<file path="config.mk">
export PLATFORM = sky130hd
export DESIGN_NAME = hsv_core_commit_writeback
export DESIGN_NICKNAME = d
export VERILOG_FILES = /design/src/rtl/hsv_core_commit_writeback.sv
export SDC_FILE = /design/constraint.sdc
export NUM_CORES = 1
export LEC_CHECK = 0
export BUFFER_PORTS_ARGS = -buffer_cell sky130_fd_sc_hd__buf_2
export CAP_MARGIN = 20
export CELL_PAD_IN_SITES_DETAIL_PLACEMENT = 1
export CELL_PAD_IN_SITES_GLOBAL_PLACEMENT = 1
export CORE_MARGIN = 3
export CORE_UTILIZATION = 42
export CTS_CLUSTER_DIAMETER = 80
export DETAILED_ROUTE_END_ITERATION = 10
export GPL_ROUTABILITY_DRIVEN = 0
export PLACE_DENSITY = 0.89
export REMOVE_ABC_BUFFERS = 1
export SLEW_MARGIN = 20
export SYNTH_ARGS = -nofsm -noshare
export SYNTH_HDL_FRONTEND = slang
export SYNTH_SLANG_ARGS = --single-unit
</file>
<file path="constraint.sdc">
create_clock -name clk_core -period 4.42 [get_ports clk_core]
set_input_delay 0.663 -clock clk_core [delete_from_list [all_inputs] [get_ports clk_core]]
set_output_delay 0.663 -clock clk_core [all_outputs]
set_load 0.02 [all_outputs]
</file>
<file path="src/rtl/hsv_core_commit_writeback.sv">
// Purpose: in-order commit stage; regfile writeback, retire, jump/trap flush + PC redirect.
// Latency: all outputs registered, effects visible 1 cycle after accept.
// Backpressure: ready_o low from a jump/trap accept until every flush_ack has dropped again.
// Optional feature macro: HSV_COMMIT_RETIRE_COUNT_EN adds retire_count/retire_pulse outputs.

package hsv_core_commit_pkg;

  typedef struct packed {
    logic [31:0] pc;
    logic [4:0]  rd_addr;
  } commit_common_t;

  typedef struct packed {
    logic           jump;
    logic           trap;
    commit_common_t common;
    logic [31:0]    result;
    logic [31:0]    next_pc;
    logic           writeback;
  } commit_data_t;

endpackage

module hsv_core_commit_writeback
  import hsv_core_commit_pkg::*;
#(
  parameter int          NUM_FLUSH_ACKS = 1,
  parameter logic [31:0] TRAP_VECTOR    = 32'h0000_0100
) (
  input  logic                      clk_core,
  input  logic                      rst_core_n,
  input  commit_data_t              commit_data,
  input  logic                      valid_i,
  output logic                      ready_o,
  output logic                      rf_wr_en,
  output logic [4:0]                rf_wr_addr,
  output logic [31:0]               rf_wr_data,
  output logic                      flush_req,
  input  logic [NUM_FLUSH_ACKS-1:0] flush_ack,
  output logic                      redirect_valid,
  output logic [31:0]               redirect_pc,
  output logic                      trap_valid,
`ifdef HSV_COMMIT_RETIRE_COUNT_EN
  output logic [31:0]               trap_pc,
  output logic [63:0]               retire_count,
  output logic                      retire_pulse
`else
  output logic [31:0]               trap_pc
`endif
);

  typedef enum logic [1:0] {
    RUN   = 2'd0,
    FLUSH = 2'd1,
    DRAIN = 2'd2
  } state_t;

  state_t      state_q;
  state_t      state_d;
  logic        accept;
  logic        flush_start;
  logic [31:0] target_q;
  logic        trap_q;

  // State register
  always_ff @(posedge clk_core or negedge rst_core_n) begin
    if (!rst_core_n) begin
      state_q <= RUN;
    end else begin
      state_q <= state_d;
    end
  end

  // Next-state: DRAIN waits for all acks to fall so a stale ack cannot end the next flush
  always_comb begin
    state_d = state_q;
    case (state_q)
      RUN:     if (flush_start) state_d = FLUSH;
      FLUSH:   if (&flush_ack) state_d = DRAIN;
      DRAIN:   if (!(|flush_ack)) state_d = RUN;
      default: state_d = RUN;
    endcase
  end

  // Handshake decode, purely from the state register
  always_comb begin
    ready_o     = (state_q == RUN);
    accept      = valid_i & ready_o;
    flush_start = accept & (commit_data.trap | commit_data.jump);
  end

  // Registered writeback, flush request and redirect outputs
  always_ff @(posedge clk_core or negedge rst_core_n) begin
    if (!rst_core_n) begin
      rf_wr_en       <= 1'b0;
      rf_wr_addr     <= '0;
      rf_wr_data     <= '0;
      flush_req      <= 1'b0;
      redirect_valid <= 1'b0;
      redirect_pc    <= '0;
      trap_valid     <= 1'b0;
      trap_pc        <= '0;
      target_q       <= '0;
      trap_q         <= 1'b0;
    end else begin
      rf_wr_en       <= 1'b0;
      redirect_valid <= 1'b0;
      trap_valid     <= 1'b0;
      case (state_q)
        RUN: begin
          if (accept) begin
            if (commit_data.trap) begin
              // Trap suppresses the write even when writeback/jump are also set
              trap_pc   <= commit_data.common.pc;
              target_q  <= TRAP_VECTOR;
              trap_q    <= 1'b1;
              flush_req <= 1'b1;
            end else begin
              rf_wr_en   <= commit_data.writeback & (commit_data.common.rd_addr != 5'd0);
              rf_wr_addr <= commit_data.common.rd_addr;
              rf_wr_data <= commit_data.result;
              if (commit_data.jump) begin
                target_q  <= commit_data.next_pc;
                trap_q    <= 1'b0;
                flush_req <= 1'b1;
              end
            end
          end
        end
        FLUSH: begin
          if (&flush_ack) begin
            flush_req      <= 1'b0;
            redirect_valid <= 1'b1;
            redirect_pc    <= target_q;
            trap_valid     <= trap_q;
          end
        end
        default: ;
      endcase
    end
  end

`ifdef HSV_COMMIT_RETIRE_COUNT_EN
  // Retire counter: every accepted non-trap instruction, jumps included
  always_ff @(posedge clk_core or negedge rst_core_n) begin
    if (!rst_core_n) begin
      retire_count <= '0;
      retire_pulse <= 1'b0;
    end else begin
      retire_pulse <= accept & ~commit_data.trap;
      if (accept && !commit_data.trap) begin
        retire_count <= retire_count + 64'd1;
      end
    end
  end
`endif

endmodule

</file>
==> results of run 1 <==
[state kept, by name, indices dropped and copies added (netlist names)]
| register | count |
|---|---|
| rf_wr_data | 32 |
| rf_wr_addr | 5 |
| trap_pc | 32 |
| trap_valid | 1 |
| redirect_pc | 32 |
| redirect_valid | 1 |
| rf_wr_en | 1 |
| flush_req | 1 |
| trap_q | 1 |
| state_q | 2 |
| target_q | 32 |
[power groups by stage]
| stage | logic [mW] | clock network (mW) | registers, mW |
|---|---|---|---|
| final | 1.90 | 1.53 | 2.14 |
| after global routing | 2.02 | 1.63 | 2.21 |
| after CTS | 1.94 | 1.56 | 2.15 |
| after detailed placement | 1.91 | 0 | 2.15 |
| after global placement | 1.85 | 0 | 2.10 |
| after floorplan | 0.646 | 0 | 2.66 |
[final timing paths]
kind / start / to / slack (ns)
setup / recovery: state_q[0]$_DFFE_PN0P_ / rf_wr_data[9]$_DFFE_PN0P_ / 2.22
hold / removal: rst_core_n / rf_wr_data[1]$_DFFE_PN0P_ / 0.34
setup reg to reg: state_q[0]$_DFFE_PN0P_ / rf_wr_data[9]$_DFFE_PN0P_ / 2.22
hold reg to reg: trap_pc[26]$_DFFE_PN0P_ / trap_pc[26]$_DFFE_PN0P_ / 0.48
max in group asynchronous: rst_core_n / trap_pc[19]$_DFFE_PN0P_ / 2.99
min in group clk_core: commit_data[77] / trap_pc[7]$_DFFE_PN0P_ / 0.46
[stage by stage]
step	util [%]	cell area (um^2)	power, mW
final	57.7	7350	5.57
after global routing	57.7	7350	5.87
after CTS	57.7	7340	5.65
after detailed placement	52.7	6700	4.06
after global placement	52.7	6700	3.95
after floorplan	-	5390	3.30
[cell usage after synthesis (all sizes together)]
library cell and number:
mux2i 1, or3 1, nor2b 31, o21ai 3
a21o 1, dfrtp 140, o21a 1, a21boi 1
mux2 131, clkbuf 3, and2 2, nor3b 1
and2b 1, inv 2, nand2 3, o311a 1
nand3b 1, nand2b 2, nor2 2, buf 14
[worst max-delay path: cells and delay by family (launching register included)]
| kind | cells | cell delay, ns |
|---|---|---|
| flip-flops | 1 | 0.44 |
| AND/OR/NAND/NOR | 2 | 1.20 |
| multiplexers | 1 | 0.43 |
[cells by family (layout without fill, tap and decap cells)]
logic type / Yosys count / count (layout) / synth area share, %
other: 0 / 1 / 0
AO/OA/AOI/OAI: 7 / 7 / 0.861
multiplexers: 132 / 132 / 28.2
buffers and inverters: 19 / 250 / 2.65
AND/OR/NAND/NOR: 44 / 44 / 4.91
flip-flops: 140 / 140 / 63.4
[layout make-up]
cell class	instances	area, um^2	share of cell area [%]
antenna	1	2.50	0.0341
multi-input combinational	183	1880	25.6
inverter	2	7.51	0.102
sequential	140	3500	47.7
clock buffer	22	484	6.59
timing repair buffer	216	1090	14.9
clock inverter	10	161	2.20
tap	172	215	2.93
[cell usage in the layout (no fill, tap or decap), drive strengths merged, types with 3 or more instances in the layout]
cell type,instances
buf,216
bufinv,4
clkbuf,22
clkinv,3
clkinvlp,3
dfrtp,140
mux2,131
nand2,3
nor2b,31
o21ai,3
[layer usage]
layer	part of all wire, %	track usage, %	vias to the layer above	wire, um
met5	0	0	-	0
met4	2.4	9.28	0	333
met3	5.3	5.19	25	743
met2	55	35.8	124	7800
met1	37	22.0	1834	5210
li1	-	-	1612	-
==> impl_metrics.py, run 1 <==
metrics = {
    "outcome": {
        "status": "finished clean",
    },
    "place": {
        "dp.cells": 713,
        "place_ws_ns": 1.83,
        "dp_hpwl_mm": 9.56,
        "numPortBuffers": 213,
    },
    "global_routing": {
        "grt_first_pass_wirelength_mm": 21.8,
        "antenna_found_initial": 1,
        "grt_pass1_vias": 4031,
        "grtUsageTotal_pct": 19.9,
        "grt.overflow.total": 0,
        "grt_max_degree": 101,
    },
    "sta": {
        "drv_slew": 0,
        "finalCriticalPeriod_ns": 2.20,
        "fin_crit_sh_pct": 49.7,
        "fmax_mhz": 455,
        "fin_skew_ns": 0.00572,
        "worst_pin_slew_ns": 1.07,
        "grt_setup_unrepaired": "false",
        "finalSetupViolations": 0,
        "holdWs_ns": 0.340,
        "max-slew-margin-rel_pct": 28.5,
        "setup_tns_ns": 0,
        "hold_violations": 0,
        "setup_slack_ns": 2.22,
    },
    "cts": {
        "clock_path_buffers": 2,
        "clk_latency_ns": 0.42,
        "path_clk_slew_ns": 0.06,
        "cts_repair_resize_count": 0,
        "tritoncts": "done",
        "cts_htree_levels": 4,
        "cts_buffers": 17,
        "clock_sinks": 140,
        "cts.hold.buffers_added": 0,
        "postCtsSetupBuffers": 0,
        "cts_root_buffer": "clkbuf_16",
    },
    "die": {
        "dieWidth_um": 121,
        "num_rows": 41,
        "core_area_um2": 12700,
        "ios": 214,
        "die_area_um2": 14600,
        "die-height_um": 121,
        "start_util_pct": 43.4,
    },
    "power_and_ir_drop": {
        "p_sw_share_pct": 34.2,
        "power.leakage_nw": 3.68,
        "seqPwrFrac_pct": 38.4,
        "pwr-share-clk_pct": 27.5,
        "combPwrFrac_pct": 34.2,
        "vdd_drop_max_mv": 0.319,
        "switchingPower_mw": 1.91,
        "power_density_nw_per_um2": 759,
        "p_int_mw": 3.67,
    },
    "routing": {
        "drt_iter0_drc": 165,
        "remaining_drc_errors": 0,
        "drt-pass1-iter-count": 4,
        "routed_wl_mm": 14.1,
        "via_count": 3595,
        "wl_per_cell_um": 18.9,
        "ant_nets": 0,
        "viasPerCell": 4.82,
    },
    "finish": {
        "syn_to_final_growth_pct": 33.0,
        "n_fill_cell": 1300,
        "fin_nets": 668,
        "layout-drive-gt1-share_pct": 61.4,
        "fin_cells": 746,
    },
    "logic_synthesis": {
        "yosysSeqAreaShare_pct": 63.4,
        "postSynthRegisterBits": 140,
        "yosysWarnings": 0,
        "synthCells": 342,
        "synth.avg_cell_area_um2": 16.2,
        "yosys.area.top_type_share_pct": 63.4,
        "synth.distinct_cells": 25,
        "synth_top_area_cell": "dfrtp_1",
        "ys_top_cells_by_area": "dfrtp_1, mux2_2, mux2_1",
        "synth_area_um2": 5530,
    },
    "worst_setup_path": {
        "crit_path_end_kind": "flop",
        "worstSetupPathType": "reg -> reg",
        "cp_max_fo": 38,
        "worstPathRequired_ns": 4.72,
        "critical_path.max_stage_delay_ns": 0.91,
        "arrival_ns": 2.50,
        "crit_path_start_kind": "flop",
        "cp_cell_sequence": "nor3b_2 > and2b_2 > mux2_2",
        "reg2regPathDepth": 3,
        "critPathSlowestCell": "and2b_2",
    },
    "job": {
        "drv_cap": 0,
    },
    "worst_hold_path": {
        "hold_path_class": "in -> async",
    },
}
(Power assumes the default switching activity.)
==> run 2: changes to the inputs <==
- CORE_UTILIZATION: 42 -> 35
- PLACE_DENSITY: 0.89 -> 0.8
- clock period: 4.42 -> 1.8 ns (I/O delays scaled with it)
==> run 2 against run 1 <==
  * Power up 140%
  * Sequential cell count unchanged
  * Setup slack worse by 2.1 ns
  * Sequential power up 140%
  * Clock power up 120%
  * Global-route usage down 4.1 points
  * Combinational power up 150%
==> impl_metrics.py, run 2 (same netlist as run 1, synthesis figures left out) <==
metrics = {
    "sta": {
        "setup_slack_ns": 0.135,
        "fin_crit_sh_pct": 92.5,
        "grt_setup_unrepaired": "false",
        "finalSetupViolations": 0,
        "finalCriticalPeriod_ns": 1.66,
        "drv_slew": 0,
        "hold_violations": 0,
        "fmax_mhz": 601,
        "fin_skew_ns": 0.00799,
        "worst_pin_slew_ns": 0.543,
        "holdWs_ns": 0.0828,
        "max-slew-margin-rel_pct": 63.8,
    },
    "die": {
        "start_util_pct": 36.1,
        "die_area_um2": 17300,
        "dieWidth_um": 132,
        "ios": 214,
        "core_area_um2": 15300,
        "num_rows": 45,
        "die-height_um": 132,
    },
    "routing": {
        "via_count": 3602,
        "routed_wl_mm": 13.5,
        "ant_nets": 0,
        "drt_iter0_drc": 96,
        "wl_per_cell_um": 17.1,
        "viasPerCell": 4.56,
        "drt-pass1-iter-count": 4,
        "remaining_drc_errors": 0,
    },
    "cts": {
        "cts_root_buffer": "clkbuf_16",
        "clk_latency_ns": 0.41,
        "cts_htree_levels": 4,
        "path_clk_slew_ns": 0.06,
        "clock_path_buffers": 2,
        "tritoncts": "done",
        "postCtsSetupBuffers": 0,
        "clock_sinks": 140,
        "cts_buffers": 17,
    },
    "worst_setup_path": {
        "critPathSlowestCell": "dfrtp_1",
        "critical_path.max_stage_delay_ns": 0.42,
        "worstPathRequired_ns": 2.08,
        "crit_path_end_kind": "flop",
        "r2r_slack_ns": 0.14,
        "cp_max_fo": 38,
        "worstSetupPathType": "reg -> reg",
        "arrival_ns": 1.95,
        "crit_path_start_kind": "flop",
        "cp_cell_sequence": "nor3b_2 > and2b_2 > buf_12 > mux2_2",
    },
    "finish": {
        "fin_cells": 790,
        "syn_to_final_growth_pct": 35.0,
        "n_fill_cell": 1641,
        "stdcell_area_um2": 7460,
        "mostFrequentLayoutCells": "buf_2, dfrtp_1, mux2_2, nor2b_1, mux2_1",
        "fin_nets": 674,
        "final_common_cell": "buf_2",
        "layout-drive-gt1-share_pct": 61.6,
    },
    "place": {
        "dp.cells": 757,
        "dp_hpwl_mm": 9.73,
        "placed_cell_area_um2": 6860,
        "numPortBuffers": 213,
        "place_ws_ns": 0.146,
    },
    "power_and_ir_drop": {
        "vdd_drop_max_mv": 0.684,
        "power_density_nw_per_um2": 1790,
        "power.leakage_nw": 3.71,
        "total_power_mw": 13.3,
    },
    "global_routing": {
        "grt.overflow.total": 0,
        "grt_first_pass_wirelength_mm": 21.8,
        "grt_pass1_vias": 4119,
        "grt_max_degree": 56,
        "grtUsageTotal_pct": 15.9,
        "antenna_found_initial": 2,
    },
    "worst_hold_path": {
        "hold_path_class": "in -> reg",
    },
    "job": {
        "drv_cap": 0,
    },
    "outcome": {
        "status": "finished clean",
    },
}
## run 2: cell types whose count changed in the layout (fill, tap and decap cells not counted)
| cell | previous run | this run |
|---|---|---|
| clkinv_2 | 2 | 3 |
| buf_12 | 0 | 6 |
| bufinv_16 | 4 | 2 |
| dlygate4sd3_1 | 0 | 1 |
| buf_4 | 3 | 2 |
| inv_6 | 0 | 1 |
| clkbuf_8 | 4 | 3 |
## run 2: worst paths after layout
| kind | from | endpoint | cells after the start |
|---|---|---|---|
| worst max-delay path | state_q[0]$_DFFE_PN0P_ | rf_wr_addr[1]$_DFFE_PN0P_ | 4 |
| worst min-delay path | commit_data[86] | trap_pc[16]$_DFFE_PN0P_ | 2 |
| worst max register to register | state_q[0]$_DFFE_PN0P_ | rf_wr_addr[1]$_DFFE_PN0P_ | 4 |
| worst min register to register | trap_q$_DFFE_PN0P_ | trap_q$_DFFE_PN0P_ | 1 |
| max in group asynchronous | rst_core_n | target_q[31]$_DFFE_PN0P_ | 3 |
| min in group asynchronous | rst_core_n | rf_wr_addr[0]$_DFFE_PN0P_ | 2 |
## run 2: metal layers
layer / global-route usage [%] / routed length [um] / vias up
met5: 0 / 13 / -
met4: 5.95 / 295 / 2
met3: 5.70 / 830 / 22
met2: 28.1 / 6990 / 140
met1: 17.5 / 5370 / 1807
li1: - / - / 1631
## run 2: repair_timing
item,4_1_cts,5_1_grt
hold buffers,1,0
endpoints found under the hold margin,52,0
resized for setup,0,0
## run 2: stage by stage
step                utilization [%]  TNS (ns)
floorplan                         -    -34.19
global placement               44.8         0
detailed placement             44.8         0
CTS                            48.7         0
global route                   48.7         0
finish                         48.7         0
## run 2: critical path: cells and delay by family, from the launching register on
family / cells / cell delay [ns]
simple gates: 2 / 0.47
flops: 1 / 0.42
mux: 1 / 0.37
buf+inv: 1 / 0.25
## run 2: power breakdown
part	internal, mW	leakage [nW]	switching [mW]
clock	2.14	0.281	1.29
combinational	2.07	1.71	2.62
sequential	4.52	1.72	0.697
## run 2: final cells by class
type / instances / area (um^2) / area share, %
multi-input cells: 183 / 1880 / 25.2
well taps: 211 / 264 / 3.54
clock buffers: 21 / 470 / 6.31
inverters: 2 / 7.51 / 0.101
flip-flops and latches: 140 / 3500 / 47.0
clock inverters: 10 / 115 / 1.54
repair buffers: 222 / 1220 / 16.3
diodes: 1 / 2.50 / 0.0336
==> run 3: changes to the inputs <==
- CELL_PAD_IN_SITES_DETAIL_PLACEMENT: 1 -> unset
- CELL_PAD_IN_SITES_GLOBAL_PLACEMENT: 1 -> unset
- CORE_UTILIZATION: 35 -> 44
==> run 3 against run 2 <==
  * First-iteration DRC count is 31% higher
  * Wire length is 13% lower
  * Setup slack improved by 0.0097 ns
  * Cell count fell by 5.4%
  * Clock power is 4% higher
  * Sequential share of layout area is 0.13 points higher
  * Utilization is 12 points higher
  * Final area is 0.29% lower
  * Sequential cell count unchanged
  * Register-to-register slack barely moved
  * Clock skew rose by 0.00074 ns
  * Via count shrank 2.8%
  * Critical endpoint is now rf_wr_addr[0]$_DFFE_PN0P_
  * Largest cell class unchanged
==> impl_metrics.py, run 3 (same netlist as run 1, synthesis figures left out) <==
metrics = {
    "global_routing": {
        "grtUsageTotal_pct": 17.4,
        "grt.overflow.total": 0,
        "grt_pass1_vias": 3880,
        "grt_max_degree": 51,
        "grt_first_pass_wirelength_mm": 19.4,
        "antenna_found_initial": 0,
    },
    "worst_setup_path": {
        "cp_max_fo": 38,
        "reg2reg_from": "state_q[0]$_DFFE_PN0P_",
        "arrival_ns": 1.94,
        "worstPathRequired_ns": 2.09,
        "crit_path_start_kind": "flop",
        "r2r_slack_ns": 0.14,
        "worstSetupPathType": "reg -> reg",
        "reg2regPathDepth": 4,
        "timing.rr.end": "rf_wr_addr[0]$_DFFE_PN0P_",
        "crit_path_end_kind": "flop",
    },
    "routing": {
        "remaining_drc_errors": 0,
        "ant_nets": 0,
        "viasPerCell": 4.69,
        "drt_iter0_drc": 126,
        "routed_wl_mm": 11.7,
        "wl_per_cell_um": 15.7,
        "via_count": 3500,
        "drt-pass1-iter-count": 4,
    },
    "job": {
        "drv_cap": 0,
    },
    "worst_hold_path": {
        "hold_depth": 2,
        "min_to": "trap_pc[9]$_DFFE_PN0P_",
        "hold_start": "commit_data[79]",
        "hold_path_class": "in -> reg",
    },
    "finish": {
        "n_fill_cell": 932,
        "mostFrequentLayoutCells": "buf_2, dfrtp_1, mux2_2, nor2b_1, mux2_1",
        "fin_nets": 675,
        "stdcell_area_um2": 7440,
        "multiInputGateArea_um2": 1880,
        "diodes": 0,
        "layout-drive-gt1-share_pct": 61.3,
        "final_util_pct": 61.2,
        "seqCellArea_um2": 3500,
        "syn_to_final_growth_pct": 34.6,
        "final_common_cell": "buf_2",
    },
    "cts": {
        "tritoncts": "done",
        "clock_path_buffers": 2,
        "cts_htree_levels": 4,
        "cts_buffers": 17,
        "path_clk_slew_ns": 0.06,
        "clk_latency_ns": 0.41,
        "postCtsSetupBuffers": 0,
        "clock_sinks": 140,
        "cts_root_buffer": "clkbuf_16",
    },
    "sta": {
        "holdWs_ns": 0.0835,
        "grt_setup_unrepaired": "false",
        "worst_pin_slew_ns": 0.372,
        "max-slew-margin-rel_pct": 75.0,
        "finalSetupViolations": 0,
        "finalCriticalPeriod_ns": 1.66,
        "setup_tns_ns": 0,
        "fin_skew_ns": 0.00873,
        "fin_crit_sh_pct": 91.9,
        "fmax_mhz": 604,
        "drv_slew": 0,
        "hold_violations": 0,
    },
    "power_and_ir_drop": {
        "power.leakage_nw": 3.73,
        "vdd_drop_max_mv": 0.983,
        "total_power_mw": 13.4,
        "power_density_nw_per_um2": 1800,
    },
    "die": {
        "start_util_pct": 45.4,
        "die-height_um": 118,
        "core_area_um2": 12200,
        "ios": 214,
        "num_rows": 40,
        "die_area_um2": 13900,
        "dieWidth_um": 118,
    },
    "outcome": {
        "status": "finished clean",
    },
    "place": {
        "dp_hpwl_mm": 8.53,
        "placed_cell_area_um2": 6810,
        "numPortBuffers": 213,
    },
}
## run 3: per-stage QoR
step	setup slack, ns	instances
floorplan	-0.506	325
global placement	0.200	715
detailed placement	0.175	715
CTS	0.150	747
global route	0.0777	747
finish	0.145	747
## run 3: final cells by class
| type | count | area share (%) |
|---|---|---|
| clock buffers | 25 | 6.80 |
| clock inverters | 6 | 1.45 |
| inverters | 2 | 0.101 |
| multi-input cells | 183 | 25.3 |
| flip-flops and latches | 140 | 47.1 |
| well taps | 168 | 2.83 |
| repair buffers | 223 | 16.5 |
## run 3: report_power, final
group	internal [mW]	total [mW]	leakage, nW	switching (mW)
Sequential	4.52	5.19	1.72	0.667
Combinational	2.08	4.64	1.72	2.56
Clock	2.35	3.57	0.299	1.22
## run 3: routing by layer
metal | routed length (um) | track usage, % | up-vias | share of wire [%]
li1 | - | - | 1630 | -
met3 | 759 | 5.91 | 25 | 6.5
met2 | 6010 | 30.0 | 139 | 51
met5 | 0 | 0 | - | 0
met1 | 4650 | 19.8 | 1706 | 40
met4 | 282 | 7.40 | 0 | 2.4
## run 3: timing repair
item,4_1_cts,5_1_grt
resized for setup,0,0
hold endpoints to repair,33,0
hold buffers,1,0
setup endpoints to repair,0,0
## run 3: how the worst max path moves through the flow
stage	startpoint	endpoint	slack [ns]	cells past startpoint
floorplan	state_q[0]$_DFFE_PN0P_	rf_wr_addr[0]$_DFFE_PN0P_	-0.51	3
global placement	state_q[0]$_DFFE_PN0P_	target_q[13]$_DFFE_PN0P_	0.20	4
detailed placement	state_q[0]$_DFFE_PN0P_	rf_wr_addr[4]$_DFFE_PN0P_	0.18	4
CTS	state_q[0]$_DFFE_PN0P_	target_q[6]$_DFFE_PN0P_	0.15	4
global route	state_q[0]$_DFFE_PN0P_	rf_wr_addr[4]$_DFFE_PN0P_	0.08	4
finish	state_q[0]$_DFFE_PN0P_	rf_wr_addr[0]$_DFFE_PN0P_	0.14	4
## run 3: critical path: stages, from the launching register on
cell     delay, ns
dfrtp_1       0.43
nor3b_2       0.26
and2b_2       0.21
buf_12        0.24
mux2_2        0.37
